<file path="src/rtl/vga_pkg.sv">
// rtl/vga_pkg.sv - shared framebuffer constants, pixel type and fill FSM state type
// Contents:
//   H_RES, V_RES, FB_DEPTH  framebuffer geometry (320x240, linear y*H_RES+x)
//   ADDR_W, DATA_W          framebuffer address / pixel widths
//   pixel_t                 RGB444 pixel
//   fill_state_t            rectangle-fill FSM states
package vga_pkg;

    localparam int H_RES    = 320;
    localparam int V_RES    = 240;
    localparam int FB_DEPTH = H_RES * V_RES;
    localparam int ADDR_W   = 17;
    localparam int DATA_W   = 12;

    typedef logic [DATA_W-1:0] pixel_t;

    typedef enum logic [1:0] {
        IDLE = 2'd0,
        FILL = 2'd1,
        DONE = 2'd2
    } fill_state_t;

endpackage

</file>
<file path="src/rtl/vga_rect_walker.sv">
// rtl/vga_rect_walker.sv - raster walker producing framebuffer addresses of a rectangle
// Ports:
//   clk, rst            clock, synchronous active-high reset
//   load                latch corners and position the walker on (x0, y0)
//   x0, y0, x1, y1      inclusive rectangle corners (already validated)
//   adv                 step to the next pixel in raster order
//   addr                framebuffer address of the current pixel
//   last                current pixel is the bottom-right corner
module vga_rect_walker #(
    parameter int H_RES  = vga_pkg::H_RES,
    parameter int ADDR_W = vga_pkg::ADDR_W
) (
    input  logic              clk,
    input  logic              rst,
    input  logic              load,
    input  logic [8:0]        x0,
    input  logic [7:0]        y0,
    input  logic [8:0]        x1,
    input  logic [7:0]        y1,
    input  logic              adv,
    output logic [ADDR_W-1:0] addr,
    output logic              last
);
    import vga_pkg::*;

    logic [8:0]        cur_x;
    logic [7:0]        cur_y;
    logic [8:0]        x0_q;
    logic [8:0]        x1_q;
    logic [7:0]        y1_q;
    logic [ADDR_W-1:0] row_base;
    logic [ADDR_W-1:0] y0_base;

    // Start row offset, evaluated once per fill; for the 320-wide screen this
    // is y*256 + y*64 so no multiplier sits in the address path.
    always_comb begin
        y0_base = '0;
        if (H_RES == 320) begin
            y0_base = (ADDR_W'(y0) << 8) + (ADDR_W'(y0) << 6);
        end else begin
            y0_base = ADDR_W'(32'(y0) * H_RES);
        end
    end

    always_ff @(posedge clk) begin
        if (rst) begin
            cur_x    <= '0;
            cur_y    <= '0;
            x0_q     <= '0;
            x1_q     <= '0;
            y1_q     <= '0;
            row_base <= '0;
        end else if (load) begin
            x0_q     <= x0;
            x1_q     <= x1;
            y1_q     <= y1;
            cur_x    <= x0;
            cur_y    <= y0;
            row_base <= y0_base;
        end else if (adv) begin
            if (cur_x < x1_q) begin
                cur_x <= cur_x + 9'd1;
            end else if (cur_y < y1_q) begin
                cur_x    <= x0_q;
                cur_y    <= cur_y + 8'd1;
                row_base <= row_base + ADDR_W'(H_RES);
            end
        end
    end

    assign addr = row_base + ADDR_W'(cur_x);
    assign last = (cur_x == x1_q) && (cur_y == y1_q);

endmodule

</file>
<file path="src/rtl/vga_fb_write_arb.sv">
// rtl/vga_fb_write_arb.sv - framebuffer write arbiter: CPU pixel writes vs rectangle-fill engine
// Ports:
//   clk, rst                      clock, synchronous active-high reset
//   cpu_we_i/addr_i/wdata_i       CPU single-pixel write request
//   cpu_ready_o                   CPU write accepted when cpu_we_i & cpu_ready_o
//   fill_start_i, fill_*_i        fill start pulse, inclusive corners, colour
//   fill_busy_o                   fill engine walking the rectangle
//   fill_done_o / fill_err_o      completion / rejected-start pulses
//   fb_we_o/addr_o/wdata_o        registered framebuffer write port
module vga_fb_write_arb #(
    parameter int H_RES      = vga_pkg::H_RES,
    parameter int V_RES      = vga_pkg::V_RES,
    parameter int ADDR_W     = vga_pkg::ADDR_W,
    parameter int DATA_W     = vga_pkg::DATA_W,
    parameter int STARVE_MAX = 4
) (
    input  logic              clk,
    input  logic              rst,
    input  logic              cpu_we_i,
    input  logic [ADDR_W-1:0] cpu_addr_i,
    input  logic [DATA_W-1:0] cpu_wdata_i,
    output logic              cpu_ready_o,
    input  logic              fill_start_i,
    input  logic [8:0]        fill_x0_i,
    input  logic [7:0]        fill_y0_i,
    input  logic [8:0]        fill_x1_i,
    input  logic [7:0]        fill_y1_i,
    input  logic [DATA_W-1:0] fill_color_i,
    output logic              fill_busy_o,
    output logic              fill_done_o,
    output logic              fill_err_o,
    output logic              fb_we_o,
    output logic [ADDR_W-1:0] fb_addr_o,
    output logic [DATA_W-1:0] fb_wdata_o
);
    import vga_pkg::*;

    localparam int FB_SIZE = H_RES * V_RES;
    localparam int SC_W    = $clog2(STARVE_MAX + 1);

    fill_state_t       state;
    logic [SC_W-1:0]   starve_cnt;
    logic [DATA_W-1:0] color_q;
    logic              start_ok;
    logic              load;
    logic              in_fill;
    logic              force_fill;
    logic              cpu_win;
    logic              fill_win;
    logic              cpu_in_range;
    logic [ADDR_W-1:0] walk_addr;
    logic              walk_last;

    assign start_ok = (fill_x0_i <= fill_x1_i) && (32'(fill_x1_i) < H_RES) &&
                      (fill_y0_i <= fill_y1_i) && (32'(fill_y1_i) < V_RES);
    assign load     = (state == IDLE) && fill_start_i && start_ok;
    assign in_fill  = (state == FILL);

    // The CPU keeps priority until it has taken STARVE_MAX back-to-back slots
    // from a pending fill; then it is stalled for exactly one cycle.
    assign force_fill   = in_fill && (starve_cnt == SC_W'(STARVE_MAX));
    assign cpu_ready_o  = !force_fill;
    assign cpu_win      = cpu_we_i && cpu_ready_o;
    assign fill_win     = in_fill && !cpu_win;
    assign cpu_in_range = 32'(cpu_addr_i) < FB_SIZE;

    assign fill_busy_o  = in_fill;

    vga_rect_walker #(
        .H_RES  (H_RES),
        .ADDR_W (ADDR_W)
    ) u_walker (
        .clk  (clk),
        .rst  (rst),
        .load (load),
        .x0   (fill_x0_i),
        .y0   (fill_y0_i),
        .x1   (fill_x1_i),
        .y1   (fill_y1_i),
        .adv  (fill_win),
        .addr (walk_addr),
        .last (walk_last)
    );

    always_ff @(posedge clk) begin
        if (rst) begin
            state <= IDLE;
        end else begin
            case (state)
                IDLE:    if (load) state <= FILL;
                FILL:    if (fill_win && walk_last) state <= DONE;
                DONE:    state <= IDLE;
                default: state <= IDLE;
            endcase
        end
    end

    always_ff @(posedge clk) begin
        if (rst) begin
            color_q <= '0;
        end else if (load) begin
            color_q <= fill_color_i;
        end
    end

    always_ff @(posedge clk) begin
        if (rst || !in_fill) begin
            starve_cnt <= '0;
        end else if (cpu_win) begin
            starve_cnt <= starve_cnt + SC_W'(1);
        end else begin
            starve_cnt <= '0;
        end
    end

    // Out-of-range CPU writes complete the handshake but never reach the
    // framebuffer; address/data hold their last value on idle cycles.
    always_ff @(posedge clk) begin
        if (rst) begin
            fb_we_o    <= 1'b0;
            fb_addr_o  <= '0;
            fb_wdata_o <= '0;
        end else begin
            fb_we_o <= 1'b0;
            if (cpu_win && cpu_in_range) begin
                fb_we_o    <= 1'b1;
                fb_addr_o  <= cpu_addr_i;
                fb_wdata_o <= cpu_wdata_i;
            end else if (fill_win) begin
                fb_we_o    <= 1'b1;
                fb_addr_o  <= walk_addr;
                fb_wdata_o <= color_q;
            end
        end
    end

    // Done is registered from DONE so it lands the cycle after the last
    // fill pixel is visible on the framebuffer port.
    always_ff @(posedge clk) begin
        if (rst) begin
            fill_done_o <= 1'b0;
            fill_err_o  <= 1'b0;
        end else begin
            fill_done_o <= (state == DONE);
            fill_err_o  <= (state == IDLE) && fill_start_i && !start_ok;
        end
    end

endmodule

</file>
<file path="config.mk">
export PLATFORM = sky130hd
export DESIGN_NAME = vga_fb_write_arb
export DESIGN_NICKNAME = d
export VERILOG_FILES = /design/src/rtl/vga_pkg.sv /design/src/rtl/vga_rect_walker.sv /design/src/rtl/vga_fb_write_arb.sv
export SDC_FILE = /design/constraint.sdc
export NUM_CORES = 1
export LEC_CHECK = 0
export BUFFER_PORTS_ARGS = -buffer_cell sky130_fd_sc_hd__buf_4
export CORE_ASPECT_RATIO = 0.8
export CORE_MARGIN = 10
export CORE_UTILIZATION = 50
export CTS_BUF_LIST = sky130_fd_sc_hd__clkbuf_8
export DETAILED_ROUTE_END_ITERATION = 8
export PLACE_DENSITY = 0.85
export SLEW_MARGIN = 20
export SYNTH_ARGS = -nofsm -noshare
export SYNTH_HDL_FRONTEND = slang
export SYNTH_SLANG_ARGS = --single-unit
</file>
<file path="constraint.sdc">
create_clock -name clk -period 2.7 [get_ports clk]
set_input_delay 0.405 -clock clk [delete_from_list [all_inputs] [get_ports clk]]
set_output_delay 0.405 -clock clk [all_outputs]
set_load 0.1 [all_outputs]
</file>
==> flow_metrics.env, run 1 <==
export IMPL_synthSimpleGateAreaFrac_pct=19.0
export IMPL_synthMuxAreaShare_pct=0.761
export IMPL_power_density_nw_per_um2=527
export IMPL_io_pins=113
export IMPL_clock_fmax_mhz=393
export IMPL_cts_root_buf="clkbuf_8"
export IMPL_synth_avg_cell_area_um2=7.98
export IMPL_synth_xor_area_share_pct=3.91
export IMPL_fillers=978
export IMPL_num_vias=5425
export IMPL_placement_cell_area_um2=6730
export IMPL_insertedDiodeCount=0
export IMPL_hold_violations=0
export IMPL_die_area_um2=15800
export IMPL_clkLatencyLatePin_ns=0.37
export IMPL_synth_seq_cells=103
export IMPL_max_cap_violations=0
export IMPL_drc=0
export IMPL_clk_pin_slew_ns=0.10
export IMPL_cp_start_kind="flip-flop"
export IMPL_p_leak_nw=2.89
export IMPL_synth_top_family_by_area="compound AO/OA/AOI/OAI gates"
export IMPL_antenna_left=0
export IMPL_fin_area_um2=6950
export IMPL_p_switching_mw=1.28
export IMPL_layout_setup_ws_ns=0.155
export IMPL_slew_headroom_pct=68.2
export IMPL_start_util_pct=51.4
export IMPL_grt_pass1_vias=5209
export IMPL_numCtsBuffers=9
export IMPL_r2r_setup_slack_ns=0.15
export IMPL_core_um2=10900
export IMPL_final_nets=945
export IMPL_rows=34
export IMPL_synth_cells=701
export IMPL_grt_pass1_wl_um=25800
export IMPL_ctsHoldBuffers=0
export IMPL_viasPerCell=5.62
export IMPL_p_int_mw=2.38
export IMPL_routabilityCongestion=0.866
export IMPL_wl_per_cell_um=16.4
export IMPL_synth_compound_area_share_pct=22.2
export IMPL_crit_required_ns=2.97
export IMPL_finalSetupViolCount=0
export IMPL_cts_setup_buffers=0
export IMPL_grt_overflow=0
export IMPL_dpl_worst_slack_ns=-0.139
export IMPL_arrival_ns=2.81
export IMPL_status="complete, no violations"
export IMPL_seqPwrFrac_pct=45.5
export IMPL_portBuffers=112
export IMPL_cts_tree="yes"
export IMPL_grt_setup_unrepaired="false"
export IMPL_dp_cells=950
export IMPL_worst_path_max_fanout=13
export IMPL_ys_seq_area_share_pct=36.9
export IMPL_switching_share_pct=34.9
export IMPL_worstSetupEndpointType="flip-flop"
export IMPL_wirelength_um=15800
export IMPL_synthArstFlopShare_pct=0
export IMPL_finClkSkew_ns=0.00929
export IMPL_drt_pass1_iterations=5
export IMPL_yosys_warnings=0
export IMPL_drt_initial_drc_count=429
export IMPL_ys_flop_type="dfxtp_1"
export IMPL_synthToLayoutAreaGrowth_pct=24.3
export IMPL_share_comb_of_total_power_pct=28.5
export IMPL_p_clk_share_pct=26.0
export IMPL_antenna_found_initial=0
export IMPL_clock_path_buffers=2
export IMPL_htree_levels=3
export IMPL_finalCritPeriodShare_pct=94.3
export IMPL_synth_fp_nets=829
export IMPL_dp_hpwl_um=12200
export IMPL_die_w_um=138
export IMPL_grt_max_degree=44
export IMPL_instances_no_fill=966
export IMPL_synth_edf_count=0
export IMPL_syn_area_um2=5590
export IMPL_min_period_ns=2.55
export IMPL_hp_class="in -> reg"
export IMPL_cts_sinks=103
export IMPL_synth_cell_types=55
export IMPL_crit_type="reg -> reg"
export IMPL_synthAdderAreaFrac_pct=11.1
export IMPL_grt_use_total_pct=19.3
export IMPL_final_max_slew_viol_count=0
export IMPL_worstMarginPinSlew_ns=0.475
export IMPL_peakVddDrop_mv=0.316
export IMPL_tns_ns=0
export IMPL_drive_above_1_share_pct=21.3
export IMPL_die_h_um=115
[cell usage in the layout, fill, tap and decap left out, types with 3 or more instances in the layout]
cell type	n
xor2_1	12
a21oi_1	92
nand2_1	128
nand2b_1	6
o21bai_1	3
inv_1	45
o21ai_0	14
and3_1	8
a32oi_1	6
nor3b_1	6
buf_4	142
a211oi_1	11
nor2b_1	3
nand3_1	20
xnor2_1	13
clkbuf_8	11
nand4_1	9
and2_1	4
nor2_1	33
a31oi_1	7
a22oi_1	28
clkinvlp_4	4
nor3_1	9
a21o_1	7
dfxtp_1	103
a21oi_2	3
ha_1	48
[flip-flops by register name (all words and copies together), names as in the netlist]
name	cells
fb_addr_o	17
color_q	12
fb_wdata_o	12
u_walker.row_base	11
u_walker.cur_x	9
u_walker.x0_q	9
u_walker.x1_q	9
u_walker.cur_y	8
u_walker.y1_q	8
starve_cnt	3
state	2
fb_we_o	1
fill_done_o	1
fill_err_o	1
[worst max-delay path, cell delays in order (launching register included)]
cell and delay (ns):
dfxtp_1 0.40, ha_1 0.35, and4_1 0.31, o311a_1 0.25
a211oi_4 0.07, or3_4 0.50, buf_4 0.18, nor2_1 0.09
nor2_1 0.05, o221a_1 0.24
[power groups by stage]
stage / clock network, mW / registers [mW] / logic [mW]
2_1_floorplan: 0 / 1.88 / 0.477
3_3_place_gp: 0 / 1.70 / 0.997
3_5_place_dp: 0 / 1.70 / 1.01
4_1_cts: 0.958 / 1.67 / 1.02
5_1_grt: 1.02 / 1.68 / 1.14
6_report: 0.953 / 1.67 / 1.04
[per-layer routing]
layer  GRT usage, %  vias to the layer above  share of wire [%]
met5              0                        -                  0
met4           6.73                        0                2.5
met3           4.06                       29                5.1
met2           32.0                      167                 47
met1           24.5                     2552                 45
li1               -                     2677                  -
[worst paths after layout]
kind,from,endpoint,depth (start not counted)
max,u_walker.cur_x[8],u_walker.row_base[12],9
min reg2reg,state[0],fill_done_o,1
min,fill_color_i[5],color_q[5],3
max reg2reg,u_walker.cur_x[8],u_walker.row_base[12],9
[kinds of logic after synthesis]
kind of cell / count (synthesis)
adder cells (fa/ha/maj): 49
multiplexers: 4
XOR/XNOR: 25
buffers and inverters: 85
flip-flops: 103
AND/OR/NAND/NOR: 239
AO/OA/AOI/OAI: 196
[cells in the mapped netlist (2+ instances only)]
master,count,area [um^2]
buf_4,5,37.5
o21bai_1,3,22.5
a21o_1,7,52.6
mux2i_1,2,20.0
buf_2,5,25.0
nand2b_1,6,37.5
nor2b_1,3,18.8
ha_1,48,601
o21ai_1,2,10.0
nor2_1,34,128
nand3_1,21,105
nor3b_1,6,45.0
a21oi_1,95,475
mux2_2,2,22.5
nor3_1,10,50.1
a221oi_1,2,17.5
nand3b_1,2,15.0
a22oi_1,28,210
xor2_1,12,105
nand2_1,129,484
buf_1,2,7.51
and2_1,5,31.3
clkbuf_1,27,101
dfxtp_1,103,2060
a31oi_1,7,43.8
o21ai_0,14,70.1
nor4_1,2,12.5
nand4_1,9,56.3
o211ai_1,2,15.0
or3_1,3,18.8
inv_1,46,173
and3_1,8,50.1
a211oi_1,11,82.6
o21a_1,2,15.0
a32oi_1,6,52.6
xnor2_1,13,114
[metrics by stage]
| stage | util [%] | hold slack, ns | power, mW |
|---|---|---|---|
| 2_1_floorplan | - | 0.417 | 2.36 |
| 3_3_place_gp | 61.8 | 0.428 | 2.69 |
| 3_5_place_dp | 61.8 | 0.439 | 2.71 |
| 4_1_cts | 63.6 | 0.258 | 3.64 |
| 5_1_grt | 63.8 | 0.263 | 3.84 |
| 6_report | 63.8 | 0.269 | 3.66 |
[layout make-up]
type | count | area [um^2] | share of cell area, %
Sequential cell | 103 | 2060 | 29.7
Inverter | 46 | 176 | 2.54
Clock inverter | 5 | 40.0 | 0.576
Timing Repair Buffer | 144 | 1100 | 15.8
Tap cell | 144 | 180 | 2.59
Clock buffer | 11 | 151 | 2.18
Multi-Input combinational cell | 513 | 3240 | 46.7
[what timing repair did]
action / in CTS / in global routing
endpoints found under the hold margin: 0 / 0
setup endpoints to repair: 1 / 11
resized for setup: 1 / 4
pin swaps: 0 / 0
Note: power is estimated with default switching activity, not from simulation.
==> inputs of run 2 (changes only) <==
--- a/config.mk
+++ b/config.mk
@@ -5,13 +5,14 @@
 export SDC_FILE = /design/constraint.sdc
 export NUM_CORES = 1
 export LEC_CHECK = 0
+export ABC_AREA = 1
 export BUFFER_PORTS_ARGS = -buffer_cell sky130_fd_sc_hd__buf_4
 export CORE_ASPECT_RATIO = 0.8
 export CORE_MARGIN = 10
 export CORE_UTILIZATION = 50
 export CTS_BUF_LIST = sky130_fd_sc_hd__clkbuf_8
 export DETAILED_ROUTE_END_ITERATION = 8
-export PLACE_DENSITY = 0.85
+export PLACE_DENSITY = 0.84
 export SLEW_MARGIN = 20
 export SYNTH_ARGS = -nofsm -noshare
 export SYNTH_HDL_FRONTEND = slang
==> run 2 against run 1 <==
Compared with the run above: clock power up 27%; routed wire length rose by 3.5%; utilization decreased by 1.7 points; largest cell class unchanged; largest power group unchanged.
==> flow_metrics.env, run 2 <==
export IMPL_die_w_um=143
export IMPL_drive_above_1_share_pct=17.3
export IMPL_final_cell_mix="224 x nand2_1, 124 x buf_4, 105 x inv_1"
export IMPL_synth_cells=876
export IMPL_hold_violations=0
export IMPL_viasPerCell=5.17
export IMPL_cp_start_kind="flip-flop"
export IMPL_start_util_pct=51.9
export IMPL_die_area_um2=16900
export IMPL_num_vias=5858
export IMPL_synth_edf_count=0
export IMPL_syn_area_um2=6040
export IMPL_rows=35
export IMPL_crit_family="simple AND/OR/NAND/NOR gates"
export IMPL_min_period_ns=2.17
export IMPL_core_um2=11600
export IMPL_synth_fp_nets=1004
export IMPL_synth_cell_types=39
export IMPL_yosys_area_top_type="dfxtp_1"
export IMPL_share_comb_of_total_power_pct=28.7
export IMPL_peakVddDrop_mv=0.291
export IMPL_io_pins=113
export IMPL_max_cap_violations=0
export IMPL_grt_setup_unrepaired="false"
export IMPL_tns_ns=0
export IMPL_instances_no_fill=1133
export IMPL_p_clk_share_pct=29.7
export IMPL_antenna_found_initial=0
export IMPL_final_max_slew_viol_count=0
export IMPL_dp_hpwl_um=12300
export IMPL_synth_seq_cells=103
export IMPL_max_stage_delay_ns=0.44
export IMPL_finClkSkew_ns=0.0131
export IMPL_synth_most_common_cell="nand2_1"
export IMPL_cts_tree="yes"
export IMPL_synthArstFlopShare_pct=0
export IMPL_clock_fmax_mhz=462
export IMPL_cts_setup_buffers=0
export IMPL_routabilityCongestion=0.892
export IMPL_wirelength_um=16400
export IMPL_dpl_worst_slack_ns=0.358
export IMPL_whs_ns=0.267
export IMPL_grt_use_total_pct=19.4
export IMPL_crit_type="reg -> reg"
export IMPL_synth_area_top_cells="dfxtp_1 34%, nand2_1 14%, ha_1 9.9%, inv_1 6.5%, nor2_1 6.4%"
export IMPL_final_nets=1108
export IMPL_cts_sinks=103
export IMPL_insertedDiodeCount=0
export IMPL_worstMarginPinSlew_ns=0.783
export IMPL_wl_per_cell_um=14.5
export IMPL_dp_cells=1117
export IMPL_synthToLayoutAreaGrowth_pct=19.8
export IMPL_p_switching_mw=1.41
export IMPL_portBuffers=112
export IMPL_clk_pin_slew_ns=0.10
export IMPL_synth_top_area_share_pct=34.1
export IMPL_power_density_nw_per_um2=563
export IMPL_grt_max_degree=54
export IMPL_p_int_mw=2.66
export IMPL_drt_pass1_iterations=5
export IMPL_worstPathCellList="ha_1, a21o_1, nor2_1, nand3_2, buf_4, inv_1, nand2_1, o21ai_0, nand2_1, nand3_1, nand2_1, inv_1"
export IMPL_seqPwrFrac_pct=41.6
export IMPL_fillers=1072
export IMPL_numCtsBuffers=9
export IMPL_drc=0
export IMPL_final_common_cell="nand2_1"
export IMPL_synth_avg_cell_area_um2=6.90
export IMPL_htree_levels=3
export IMPL_largestRegisters="fb_addr_o (17), color_q (12), fb_wdata_o (12)"
export IMPL_postCtsResizedCells=0
export IMPL_largest_reg_flops=17
export IMPL_cts_root_buf="clkbuf_8"
export IMPL_ctsHoldBuffers=0
export IMPL_crit_path_top_delay_cell="dfxtp_1"
export IMPL_clock_path_buffers=2
export IMPL_crit_required_ns=3.03
export IMPL_arrival_ns=2.50
export IMPL_worst_path_most_repeated_cell="nand2_1"
export IMPL_critPathBufInv=3
export IMPL_ys_flop_type="dfxtp_1"
export IMPL_grt_overflow=0
export IMPL_worstSetupEndpointType="flip-flop"
export IMPL_grt_pass1_vias=5720
export IMPL_r2r_setup_slack_ns=0.53
export IMPL_antenna_left=0
export IMPL_layout_setup_ws_ns=0.535
export IMPL_p_leak_nw=3.51
export IMPL_slew_headroom_pct=47.7
export IMPL_clkLatencyLatePin_ns=0.38
export IMPL_drt_initial_drc_count=423
export IMPL_largest_register="fb_addr_o"
export IMPL_finalCritPeriodShare_pct=80.2
export IMPL_yosys_warnings=0
export IMPL_ys_seq_area_share_pct=34.1
export IMPL_worst_path_max_fanout=12
export IMPL_die_h_um=118
export IMPL_synth_commonest_cells="224 x nand2_1, 105 x inv_1, 103 x dfxtp_1, 103 x nor2_1, 59 x o21ai_0"
export IMPL_grt_pass1_wl_um=27400
export IMPL_hp_class="in -> reg"
export IMPL_status="complete, no violations"
export IMPL_finalSetupViolCount=0
export IMPL_switching_share_pct=34.7
export IMPL_postLayoutCoreUtil_pct=62.1
## run 2: cell types whose count changed in the layout (fill, tap and decap cells not counted), moves of 8 or more
cell,change
nand2_1,+96
buf_4,-18
and3_1,-8
a211oi_1,-11
o21ai_0,+45
a22oi_1,-28
nand3_1,+25
a31oi_1,+13
inv_1,+60
a21oi_1,-38
nor2_1,+70
## run 2: layout make-up
cell class | count | area [um^2] | area share, %
multi-input combinational | 630 | 3370 | 46.6
sequential | 103 | 2060 | 28.5
clock inverter | 6 | 116 | 1.61
inverter | 111 | 417 | 5.76
timing repair buffer | 125 | 951 | 13.1
clock buffer | 10 | 138 | 1.90
tap | 148 | 185 | 2.56
## run 2: cells by family (layout without fill, tap and decap cells)
logic type / after synthesis / after routing / synth area share, %
simple gates: 410 / 410 / 28.7
compound gates: 149 / 149 / 13.6
buf+inv: 143 / 252 / 10.1
flops: 103 / 103 / 34.1
fa+ha+maj: 49 / 49 / 10.3
xor+xnor: 22 / 22 / 3.19
## run 2: power groups by stage
stage | combinational, mW | sequential (mW) | clock, mW
after CTS | 1.17 | 1.69 | 1.21
final | 1.17 | 1.69 | 1.21
after global routing | 1.30 | 1.71 | 1.27
after global placement | 1.14 | 1.73 | 0
after floorplan | 0.641 | 1.91 | 0
after detailed placement | 1.16 | 1.73 | 0
## run 2: layer usage
| metal | vias to the layer above | wire length [um] | track usage (%) |
|---|---|---|---|
| li1 | 3028 | - | - |
| met5 | - | 0 | 0 |
| met3 | 29 | 780 | 4.36 |
| met1 | 2662 | 7520 | 24.3 |
| met2 | 139 | 7780 | 32.6 |
| met4 | 0 | 331 | 4.76 |
## run 2: final timing paths
kind / startpoint / end / cells after the start
worst max-delay path: u_walker.cur_x[8] / u_walker.cur_x[8] / 12
worst min-delay path: fill_color_i[7] / color_q[7] / 3
worst max register to register: u_walker.cur_x[8] / u_walker.cur_x[8] / 12
worst min register to register: state[0] / fill_done_o / 1
## run 2: per-stage QoR
stage	area (um^2)	total power [mW]
after floorplan	6040	2.55
after global placement	6990	2.86
after detailed placement	6990	2.88
after CTS	7240	4.07
after global routing	7240	4.28
final	7240	4.07
## run 2: worst register-to-register path, delay by kind of cell, from the launching register on
| family | cells | cell delay, ns |
|---|---|---|
| adders and majority gates | 1 | 0.28 |
| buffers and inverters | 3 | 0.47 |
| AOI/OAI and AO/OA | 2 | 0.34 |
| DFF | 1 | 0.44 |
| and+or+nand+nor | 6 | 0.60 |
==> inputs of run 3 (changes only) <==
==> constraint.sdc (replaced) <==
create_clock -name clk -period 2.26 [get_ports clk]
set_input_delay 0.339 -clock clk [delete_from_list [all_inputs] [get_ports clk]]
set_output_delay 0.339 -clock clk [all_outputs]
set_load 0.1 [all_outputs]
==> run 3 against run 2 <==
Compared with the run above: total power grew 18%; clock-buffer cell count up 1; die area did not move; maximum frequency rose by 4.5%; critical path depth decreased by 2; first-iteration DRC count rose by 21%; hold slack got worse by 0.059 ns; utilization grew 0.46 points; global-route usage rose by 0.19 points; clock skew is 0.0027 ns lower; cell count increased by 0.88%.
==> flow_metrics.env, run 3 (same netlist as run 2, synthesis figures left out) <==
export IMPL_status="complete, no violations"
export IMPL_grt_pass1_wl_um=27700
export IMPL_drc=0
export IMPL_io_pins=113
export IMPL_clock_path_buffers=2
export IMPL_num_vias=6009
export IMPL_viasPerCell=5.26
export IMPL_crit_type="reg -> reg"
export IMPL_hold_violations=0
export IMPL_htree_levels=3
export IMPL_hp_class="in -> reg"
export IMPL_fillers=1040
export IMPL_cts_root_buf="clkbuf_8"
export IMPL_antenna_found_initial=0
export IMPL_ctsHoldBuffers=0
export IMPL_power_density_nw_per_um2=657
export IMPL_dpl_worst_slack_ns=0.0937
export IMPL_cts_tree="yes"
export IMPL_cts_sinks=103
export IMPL_layout_setup_ws_ns=0.187
export IMPL_min_from="fill_color_i[3]"
export IMPL_worstSetupEndpointType="flip-flop"
export IMPL_clk_pin_slew_ns=0.10
export IMPL_timing_rr_start="u_walker.cur_x[8]"
export IMPL_synthToLayoutAreaGrowth_pct=20.7
export IMPL_drt_pass1_iterations=6
export IMPL_grt_setup_unrepaired="false"
export IMPL_wl_per_cell_um=14.7
export IMPL_die_area_um2=16900
export IMPL_min_period_ns=2.07
export IMPL_instances_no_fill=1143
export IMPL_worstPathCellList="ha_1, a21o_1, nor2_1, nand3_2, o21ai_2, inv_2, nand2_2, inv_1, nor2_1, nor2_1"
export IMPL_dp_hpwl_um=13200
export IMPL_clock_fmax_mhz=482
export IMPL_rows=35
export IMPL_crit_family="simple AND/OR/NAND/NOR gates"
export IMPL_portBuffers=112
export IMPL_largest_reg_flops=17
export IMPL_insertedDiodeCount=0
export IMPL_final_max_slew_viol_count=0
export IMPL_core_um2=11600
export IMPL_final_cell_mix="224 x nand2_1, 134 x buf_4, 106 x inv_1"
export IMPL_die_h_um=118
export IMPL_dp_cells=1127
export IMPL_grt_overflow=0
export IMPL_p_leak_nw=3.55
export IMPL_slew_headroom_pct=64.2
export IMPL_worst_path_max_fanout=7
export IMPL_antenna_left=0
export IMPL_routabilityCongestion=0.860
export IMPL_postCtsResizedCells=0
export IMPL_clkLatencyLatePin_ns=0.37
export IMPL_cts_setup_buffers=0
export IMPL_multi_input_area_um2=3370
export IMPL_drive_above_1_share_pct=18.0
export IMPL_finClkSkew_ns=0.0105
export IMPL_crit_required_ns=2.52
export IMPL_arrival_ns=2.34
export IMPL_largestRegisters="fb_addr_o (17), color_q (12), fb_wdata_o (12)"
export IMPL_numCtsBuffers=9
export IMPL_worst_path_most_repeated_cell="nor2_1"
export IMPL_startpoint="u_walker.cur_x[8]"
export IMPL_largest_register="fb_addr_o"
export IMPL_grt_max_degree=49
export IMPL_grt_use_total_pct=19.6
export IMPL_max_cap_violations=0
export IMPL_final_nets=1118
export IMPL_tns_ns=0
export IMPL_wirelength_um=16800
export IMPL_p_total_mw=4.79
export IMPL_drt_initial_drc_count=513
export IMPL_max_stage_delay_ns=0.45
export IMPL_start_util_pct=51.9
export IMPL_final_common_cell="nand2_1"
export IMPL_finalCritPeriodShare_pct=91.7
export IMPL_grt_pass1_vias=5749
export IMPL_die_w_um=143
export IMPL_peakVddDrop_mv=0.364
export IMPL_cp_start_kind="flip-flop"
export IMPL_finalSetupViolCount=0
export IMPL_critPathBufInv=2
export IMPL_ff_latch_area_um2=2060
export IMPL_crit_path_top_delay_cell="dfxtp_1"
export IMPL_worstMarginPinSlew_ns=0.536
-- run 3: routing by layer --
metal / part of all wire (%) / wire length [um] / GRT usage [%] / vias to the layer above
met3: 5.7 / 951 / 3.48 / 31
met5: 0 / 0 / 0 / -
met4: 2.1 / 353 / 6.44 / 0
met1: 44 / 7400 / 24.7 / 2762
met2: 48 / 8040 / 32.8 / 178
li1: - / - / - / 3038
-- run 3: worst reg2reg max path: stages (launching register included) --
cell	delay, ns
dfxtp_1	0.45
ha_1	0.29
a21o_1	0.19
nor2_1	0.13
nand3_2	0.18
o21ai_2	0.19
inv_2	0.08
nand2_2	0.17
inv_1	0.12
nor2_1	0.12
nor2_1	0.05
-- run 3: worst paths after layout --
check | slack (ns) | cells past startpoint | end
min reg2reg | 0.45 | 1 | fill_done_o
min | 0.21 | 3 | color_q[3]
max reg2reg | 0.19 | 10 | u_walker.cur_x[5]
max | 0.19 | 10 | u_walker.cur_x[5]
-- run 3: where the power goes --
part / switching, mW / internal, mW
Clock: 0.653 / 0.685
Combinational: 0.945 / 0.484
Sequential: 0.0869 / 1.94
-- run 3: cell type report --
class	instances	share of cell area (%)
flip-flops and latches	103	28.3
clock buffers	11	2.08
repair buffers	135	14.1
well taps	148	2.54
clock inverters	5	1.12
multi-input cells	630	46.2
inverters	111	5.71
-- run 3: per-stage QoR --
stage / hold WS [ns] / util (%) / instance area, um^2
2_1_floorplan: 0.417 / - / 6040
3_5_place_dp: 0.438 / 60.6 / 7060
3_3_place_gp: 0.429 / 60.6 / 7060
4_1_cts: 0.204 / 62.6 / 7290
6_report: 0.207 / 62.6 / 7290
5_1_grt: 0.225 / 62.6 / 7290
